===== src/rtl/dft_tx_pkg.sv =====
// Shared definitions for the data-fresh transmitter: state encoding and default strobe timing.
package dft_tx_pkg;

   localparam logic [1:0] ST_IDLE  = 2'd0;
   localparam logic [1:0] ST_SETUP = 2'd1;
   localparam logic [1:0] ST_HIGH  = 2'd2;
   localparam logic [1:0] ST_GAP   = 2'd3;

   localparam int DFT_HIGH_CYC_DEF = 4;
   localparam int DFT_LOW_CYC_DEF  = 2;

   typedef enum logic [1:0] {
      S_IDLE  = ST_IDLE,
      S_SETUP = ST_SETUP,
      S_HIGH  = ST_HIGH,
      S_GAP   = ST_GAP
   } state_t;

   function automatic int max2(input int a, input int b);
      return (a > b) ? a : b;
   endfunction

endpackage


===== src/rtl/data_fresh_tx_buf.sv =====
// One-entry holding register with full flag; lets the next word wait while a strobe is in flight.
module data_fresh_tx_buf
   import dft_tx_pkg::*;
#(
   parameter int DATA_W = 8
) (
   input  logic              clk,
   input  logic              rstn,
   input  logic              wr,
   input  logic [DATA_W-1:0] wr_data,
   input  logic              pop,
   output logic [DATA_W-1:0] rd_data,
   output logic              full
);

   always_ff @(posedge clk) begin
      if (!rstn)
         full <= 1'b0;
      else if (wr)
         full <= 1'b1;
      else if (pop)
         full <= 1'b0;
   end

   // NOTE: the storage register has no reset; it is only ever read while full is set.
   always_ff @(posedge clk) begin
      if (wr)
         rd_data <= wr_data;
   end

endmodule


===== src/rtl/data_fresh_tx.sv =====
// Data-fresh strobe transmitter: holds a word on data_out, then pulses fresh once per word.
// Optional one-entry input buffer enabled by defining DATA_FRESH_TX_BUF_EN.
module data_fresh_tx
   import dft_tx_pkg::*;
#(
   parameter int DATA_W   = 8,
   parameter int HIGH_CYC = DFT_HIGH_CYC_DEF,
   parameter int LOW_CYC  = DFT_LOW_CYC_DEF
) (
   input  logic              clk,
   input  logic              rstn,
   input  logic [DATA_W-1:0] in_data,
   input  logic              in_valid,
   output logic              in_ready,
   output logic [DATA_W-1:0] data_out,
   output logic              fresh,
   output logic              busy
);

   localparam int CNT_W = $clog2(max2(HIGH_CYC, LOW_CYC) + 1);
   localparam logic [CNT_W-1:0] HIGH_LOAD = CNT_W'(HIGH_CYC - 1);
   localparam logic [CNT_W-1:0] LOW_LOAD  = CNT_W'(LOW_CYC - 1);

   generate
      if (HIGH_CYC < 1 || LOW_CYC < 1) begin : g_param_err
         $error("data_fresh_tx: HIGH_CYC and LOW_CYC must both be >= 1");
      end
   endgenerate

   state_t            state;
   logic [CNT_W-1:0]  cnt;
   logic              xfer;
   logic              gap_end;
   logic              load_new;
   logic              load_buf;
   logic              buf_full;
   logic [DATA_W-1:0] buf_data;

   assign xfer    = in_valid && in_ready;
   assign gap_end = (state == S_GAP) && (cnt == '0);

`ifdef DATA_FRESH_TX_BUF_EN
   logic buf_wr;
   logic buf_pop;

   assign in_ready = rstn && !buf_full;
   // A transfer on the GAP-end edge implies an empty buffer, so that word goes straight to data_out.
   assign buf_wr   = xfer && (state != S_IDLE) && !gap_end;
   assign buf_pop  = gap_end && buf_full;

   data_fresh_tx_buf #(
      .DATA_W (DATA_W)
   ) u_buf (
      .clk     (clk),
      .rstn    (rstn),
      .wr      (buf_wr),
      .wr_data (in_data),
      .pop     (buf_pop),
      .rd_data (buf_data),
      .full    (buf_full)
   );
`else
   assign in_ready = rstn && (state == S_IDLE);
   assign buf_full = 1'b0;
   assign buf_data = '0;
`endif

   assign load_new = xfer && ((state == S_IDLE) || gap_end);
   assign load_buf = gap_end && buf_full;
   assign busy     = (state != S_IDLE) || buf_full;

   // NOTE: all state and registered outputs use non-blocking assignments so every
   // branch below reads the pre-edge values of state and cnt.
   always_ff @(posedge clk) begin
      if (!rstn) begin
         state    <= S_IDLE;
         cnt      <= '0;
         fresh    <= 1'b0;
         data_out <= '0;
      end else begin
         if (load_new)
            data_out <= in_data;
         else if (load_buf)
            data_out <= buf_data;

         case (state)
            S_IDLE: begin
               if (load_new)
                  state <= S_SETUP;
            end
            S_SETUP: begin
               state <= S_HIGH;
               cnt   <= HIGH_LOAD;
               fresh <= 1'b1;
            end
            S_HIGH: begin
               if (cnt == '0) begin
                  state <= S_GAP;
                  cnt   <= LOW_LOAD;
                  fresh <= 1'b0;
               end else begin
                  cnt <= cnt - CNT_W'(1);
               end
            end
            S_GAP: begin
               if (cnt == '0)
                  state <= (load_new || load_buf) ? S_SETUP : S_IDLE;
               else
                  cnt <= cnt - CNT_W'(1);
            end
            default: state <= S_IDLE;
         endcase
      end
   end

endmodule


===== config.mk =====
export PLATFORM = sky130hd
export DESIGN_NAME = data_fresh_tx
export DESIGN_NICKNAME = d
export VERILOG_FILES = /design/src/rtl/dft_tx_pkg.sv /design/src/rtl/data_fresh_tx_buf.sv /design/src/rtl/data_fresh_tx.sv
export SDC_FILE = /design/constraint.sdc
export NUM_CORES = 1
export LEC_CHECK = 0
export CAP_MARGIN = 10
export CORE_ASPECT_RATIO = 1.5
export CORE_MARGIN = 1
export CORE_UTILIZATION = 35
export CTS_BUF_LIST = sky130_fd_sc_hd__clkbuf_4
export DETAILED_ROUTE_END_ITERATION = 6
export GPL_TIMING_DRIVEN = 1
export SYNTH_ARGS = -nofsm -noshare
export SYNTH_HDL_FRONTEND = slang
export SYNTH_SLANG_ARGS = --single-unit

===== constraint.sdc =====
create_clock -name clk -period 2.74 [get_ports clk]
set_input_delay 0.822 -clock clk [delete_from_list [all_inputs] [get_ports clk]]
set_output_delay 0.822 -clock clk [all_outputs]
set_load 0.05 [all_outputs]

==> impl_metrics.csv, run 1 <==
group,metric,value,unit
timing,rsz0062_at_grt,"no",
timing,min_period_over_period,91.5,%
logic_synthesis,synth_cells,82,
floorplanning,start_util,38.0,%
critical_path,arrival,1.69,ns
clock_tree,htree_levels,1,
logic_synthesis,synth-edff-count,0,
place,dp.cells,125,
critical_path,r2r_cells,6,
logic_synthesis,synthesis.nets,100,
clock_tree,cts-hold-fix-buffers,0,
clock_tree,cts-root-buf,"clkbuf_4",
finish,drive_gt1_share,13.0,%
timing,worst_slew_pin_slew,0.497,ns
pwr,power.leakage,0.410,nW
clock_tree,cts_resized,0,
logic_synthesis,synth_area,713,um^2
place,dp_hpwl,1080,um
logic_synthesis,synth.avg_cell_area,8.70,um^2
clock_tree,clk_path_buf_depth,2,
worst_hold_path,hold_depth,2,
floorplanning,die_area,2230,um^2
floorplanning,coreArea,1880,um^2
logic_synthesis,synth_top_area_share,39.3,%
pwr,pwr_density_cell,980,nW/um^2
drt,ant_nets,0,
logic_synthesis,yosysSeqAreaShare,39.3,%
logic_synthesis,async_reset_ff_share,0,%
timing,finalHoldViolations,0,
clock_tree,clock_sinks,14,
logic_synthesis,synth_flop_cell,"dfxtp_1",
finish,diodes,0,
logic_synthesis,yosys.area.top_type,"dfxtp_1",
drt,num_vias,641,
place,pre_cts_slack,0.234,ns
clock_tree,numCtsBuffers,3,
outcome,status,"completed",
place,place.gp.congestion,0.773,
critical_path,startpoint_type,"input port",
drt,drc,0,
place,placed_cell_area,966,um^2
pwr,vdd_drop_max,0.560,mV
logic_synthesis,synth_seq_cells,14,
critical_path,required,1.92,ns
finish,stdcell_area,992,um^2
timing,fin_skew,0.00597,ns
worst_hold_path,worstHoldPathType,"flip-flop to flip-flop",
global_route,grt_pass1_wl,2280,um
floorplanning,die_w,38.9,um
logic_synthesis,synthTopCellsByCount,"dfxtp_1 (14), nand2_1 (12), a21oi_1 (11)",
critical_path,cp_max_fo,2,
timing,setup_violations,0,
timing,final_max_slew_viol_count,0,
global_route,first_global_vias,550,
clock_tree,clk_latency,0.28,ns
clock_tree,cts_setup_buffers,0,
worst_hold_path,min_from,"data_out[4]$_SDFFE_PN0P_",
logic_synthesis,yosysMostFrequentCell,"dfxtp_1",
logic_synthesis,yosys_warnings,0,
clock_tree,path_clk_slew,0.08,ns
finish,stdcell_count,129,
critical_path,r2r-end,"cnt[2]$_SDFFE_PN0P_",
global_route,antenna_found_initial,0,
global_route,grt_max_degree,13,
timing,fmax,399,MHz
finish,final_nets,127,
clock_tree,cts_tree,"built",
drt,vias_per_cell,4.97,
critical_path,timing.rr.start,"state[0]$_SDFFE_PN0P_",
critical_path,crit_type,"input port to output pin",
logic_synthesis,ys_top_cells_by_area,"dfxtp_1 (39%), ha_1 (12%), a21oi_1 (7.7%)",
run,drv_cap,0,
drt,routed_wl,1430,um
timing,setup-tns-final,0,ns
timing,slew_headroom,66.7,%
global_route,grtUsageTotal,14.5,%
critical_path,end_kind,"output pin",
pwr,total_power,0.000973,W
place,portBuffers,21,
logic_synthesis,synth_cell_types,24,
floorplanning,die_height,57.3,um
critical_path,r2r_setup_slack,1.31,ns
timing,setup_ws,0.232,ns
drt,wl_per_cell,11.1,um
floorplanning,rows,19,
drt,first_iter_violations,5,
timing,timing.final.crit_period,2.51,ns
drt,first_pass_iters,4,
worst_hold_path,holdPathEnd,"data_out[4]$_SDFFE_PN0P_",
global_route,grt.overflow.total,0,
finish,syn2layout_area_growth,39.1,%
floorplanning,ios,22,
## flip-flops by register name, summed over array words and instances, names as in the netlist
signal / flops
cnt: 3
data_out: 8
fresh: 1
state: 2
## cell families after synthesis
logic type | share of synthesized area [%]
adders and majority gates | 12.3
muxes | 2.81
DFF | 39.3
buffers and inverters | 6.14
AOI/OAI and AO/OA | 19.1
and+or+nand+nor | 20.3
## layout by cell type (no fill, tap or decap), types with 2 or more instances in the layout
| cell | count |
|---|---|
| a21oi_1 | 11 |
| buf_4 | 5 |
| clkbuf_4 | 3 |
| clkdlybuf4s50_1 | 19 |
| dfxtp_1 | 14 |
| ha_1 | 7 |
| inv_1 | 5 |
| mux2i_1 | 2 |
| nand2_1 | 12 |
| nand3_1 | 9 |
| nor2_1 | 4 |
| nor2b_1 | 2 |
## metal layers
| metal | share of wire, % | track usage [%] |
|---|---|---|
| met3 | 5.2 | 2.33 |
| met4 | 3.1 | 10.3 |
| met2 | 49 | 23.8 |
| met5 | 0 | 0 |
| met1 | 43 | 16.1 |
## metrics by stage
stage | hold slack (ns) | util, %
final | 0.455 | 52.8
after detailed placement | 0.447 | 51.4
after global routing | 0.471 | 52.8
after floorplan | 0.471 | -
after CTS | 0.458 | 52.8
after global placement | 0.443 | 51.4
## how the worst max path moves through the flow
| stage | start | end | slack (ns) | cells past startpoint |
|---|---|---|---|---|
| after detailed placement | rstn | in_ready | 0.23 | 4 |
| after floorplan | rstn | in_ready | 0.25 | 3 |
| after global routing | rstn | in_ready | 0.16 | 4 |
| after global placement | rstn | in_ready | 0.23 | 4 |
| final | rstn | in_ready | 0.23 | 4 |
| after CTS | rstn | in_ready | 0.22 | 4 |
## critical path, cell delays in order
cell,delay [ns]
clkdlybuf4s50_1,0.47
inv_1,0.05
nor2_1,0.17
buf_12,0.17
## where the power goes
part           total [W]  switching [W]  internal, W
Combinational   0.000569       0.000346     0.000223
Sequential      0.000284      0.0000299     0.000254
Clock           0.000119      0.0000664    0.0000529
Total           0.000973       0.000442     0.000530
## layout make-up
cell class,count,area (um^2)
fill,192,886
multi-input combinational,59,389
sequential,14,280
timing repair buffer,25,248
tap,21,26.3
clock buffer,3,22.5
inverter,6,22.5
clock inverter,1,3.75
(Power assumes the default switching activity.)
==> run 2, diff against run 1 <==
Settings changed: DONT_BUFFER_PORTS from default to 1.
==> impl_metrics.csv, run 2 (synthesis gave the netlist of run 1 again) <==
group,metric,value,unit
clock_tree,clock_sinks,14,
timing,setup-tns-final,0,ns
floorplanning,rows,19,
drt,ant_nets,0,
global_route,grtUsageTotal,13.8,%
floorplanning,start_util,38.0,%
pwr,pwr_density_cell,1150,nW/um^2
place,portBuffers,0,
critical_path,crit_type,"flip-flop to output pin",
critical_path,cp_max_fo,13,
finish,diodes,0,
floorplanning,ios,22,
timing,slew_headroom,66.1,%
drt,wl_per_cell,12.2,um
finish,syn2layout_area_growth,6.49,%
pwr,vdd_drop_max,0.544,mV
critical_path,required,1.92,ns
drt,routed_wl,1290,um
place,place.gp.congestion,0.752,
global_route,grt_pass1_wl,2280,um
timing,fmax,414,MHz
critical_path,end_kind,"output pin",
worst_hold_path,holdPathEnd,"state[1]$_SDFFE_PN0P_",
drt,first_pass_iters,3,
timing,rsz0062_at_grt,"no",
floorplanning,die_w,38.9,um
critical_path,arrival,1.59,ns
clock_tree,clk_latency,0.27,ns
timing,final_max_slew_viol_count,0,
drt,num_vias,543,
place,dp_hpwl,1000,um
floorplanning,die_height,57.3,um
floorplanning,coreArea,1880,um^2
critical_path,r2r-end,"state[0]$_SDFFE_PN0P_",
outcome,status,"completed",
timing,holdWs,0.511,ns
clock_tree,cts_setup_buffers,0,
global_route,grt.overflow.total,0,
clock_tree,cts_resized,0,
clock_tree,path_clk_slew,0.08,ns
finish,largest_register,"data_out",
floorplanning,die_area,2230,um^2
critical_path,r2r_cells,6,
finish,final_common_cell,"dfxtp_1",
worst_hold_path,min_from,"state[1]$_SDFFE_PN0P_",
finish,fillers,220,
critical_path,r2r_setup_slack,1.03,ns
run,drv_cap,0,
clock_tree,cts-root-buf,"clkbuf_4",
drt,drc,0,
timing,setup_violations,0,
timing,min_period_over_period,88.2,%
clock_tree,numCtsBuffers,3,
finish,largestRegisters,"data_out: 8 flops, cnt: 3 flops, state: 2 flops",
worst_hold_path,worstHoldPathType,"flip-flop to flip-flop",
critical_path,timing.rr.start,"state[0]$_SDFFE_PN0P_",
critical_path,startpoint_type,"flip-flop",
clock_tree,cts_tree,"built",
finish,layout_common_cells,"dfxtp_1 (14), nand2_1 (12), a21oi_1 (11)",
timing,worst_slew_pin_slew,0.508,ns
timing,finalHoldViolations,0,
drt,vias_per_cell,5.12,
global_route,first_global_vias,566,
global_route,antenna_found_initial,0,
drt,first_iter_violations,4,
clock_tree,cts-hold-fix-buffers,0,
finish,final_nets,104,
global_route,grt_max_degree,14,
clock_tree,htree_levels,1,
finish,drive_gt1_share,11.8,%
worst_hold_path,hold_depth,2,
timing,timing.final.crit_period,2.42,ns
clock_tree,clk_path_buf_depth,2,
timing,fin_skew,0.00479,ns
finish,largest_reg_flops,8,
pwr,power.leakage,0.316,nW
==> run 2: cell types whose count changed in the layout (fill, tap and decap cells not counted), sizes merged <==
cell / previous run / this run
clkdlybuf4s50: 19 / 0
buf: 6 / 2
==> run 2: area by class of cell <==
| type | instances | area [um^2] | share of cell area, % |
|---|---|---|---|
| Clock buffer | 3 | 22.5 | 2.97 |
| Tap cell | 21 | 26.3 | 3.46 |
| Inverter | 6 | 22.5 | 2.97 |
| Sequential cell | 14 | 280 | 36.9 |
| Timing Repair Buffer | 2 | 15.0 | 1.98 |
| Multi-Input combinational cell | 59 | 389 | 51.2 |
| Clock inverter | 1 | 3.75 | 0.494 |
==> run 2: worst max path at each step <==
stage               end  slack (ns)  depth (start not counted)             startpoint
5_1_grt        in_ready        0.19                          5  state[1]$_SDFFE_PN0P_
2_1_floorplan  in_ready        0.25                          3                   rstn
3_3_place_gp   in_ready        0.56                          3                   rstn
4_1_cts        in_ready        0.31                          5  state[0]$_SDFFE_PN0P_
3_5_place_dp   in_ready        0.57                          3                   rstn
6_report       in_ready        0.32                          5  state[0]$_SDFFE_PN0P_
==> run 2: per-layer routing <==
metal / global-route usage [%] / routed length (um)
met1: 15.8 / 554
met3: 3.11 / 82
met2: 23.6 / 634
met4: 5.91 / 19
met5: 0 / 0
==> run 2: report_power, final <==
part / total, W / internal, W / switching (W)
registers: 0.000373 / 0.000254 / 0.000119
logic: 0.000390 / 0.000148 / 0.000242
clock network: 0.000113 / 0.0000526 / 0.0000603
==> run 2: through the flow <==
stage / power, W / utilization, % / setup WS [ns] / instance area [um^2] / cells
detailed placement: 0.000772 / 39.0 / 0.569 / 733 / 102
finish: 0.000876 / 40.4 / 0.325 / 759 / 106
global placement: 0.000767 / 39.0 / 0.561 / 733 / 102
CTS: 0.000890 / 40.4 / 0.311 / 759 / 106
floorplan: 0.000692 / - / 0.252 / 713 / 82
global route: 0.000955 / 40.4 / 0.193 / 759 / 106
==> run 2: critical path: stages (launching register included) <==
cell	delay, ns
dfxtp_1	0.35
inv_1	0.11
ha_1	0.47
inv_2	0.06
nor2_1	0.12
buf_4	0.21
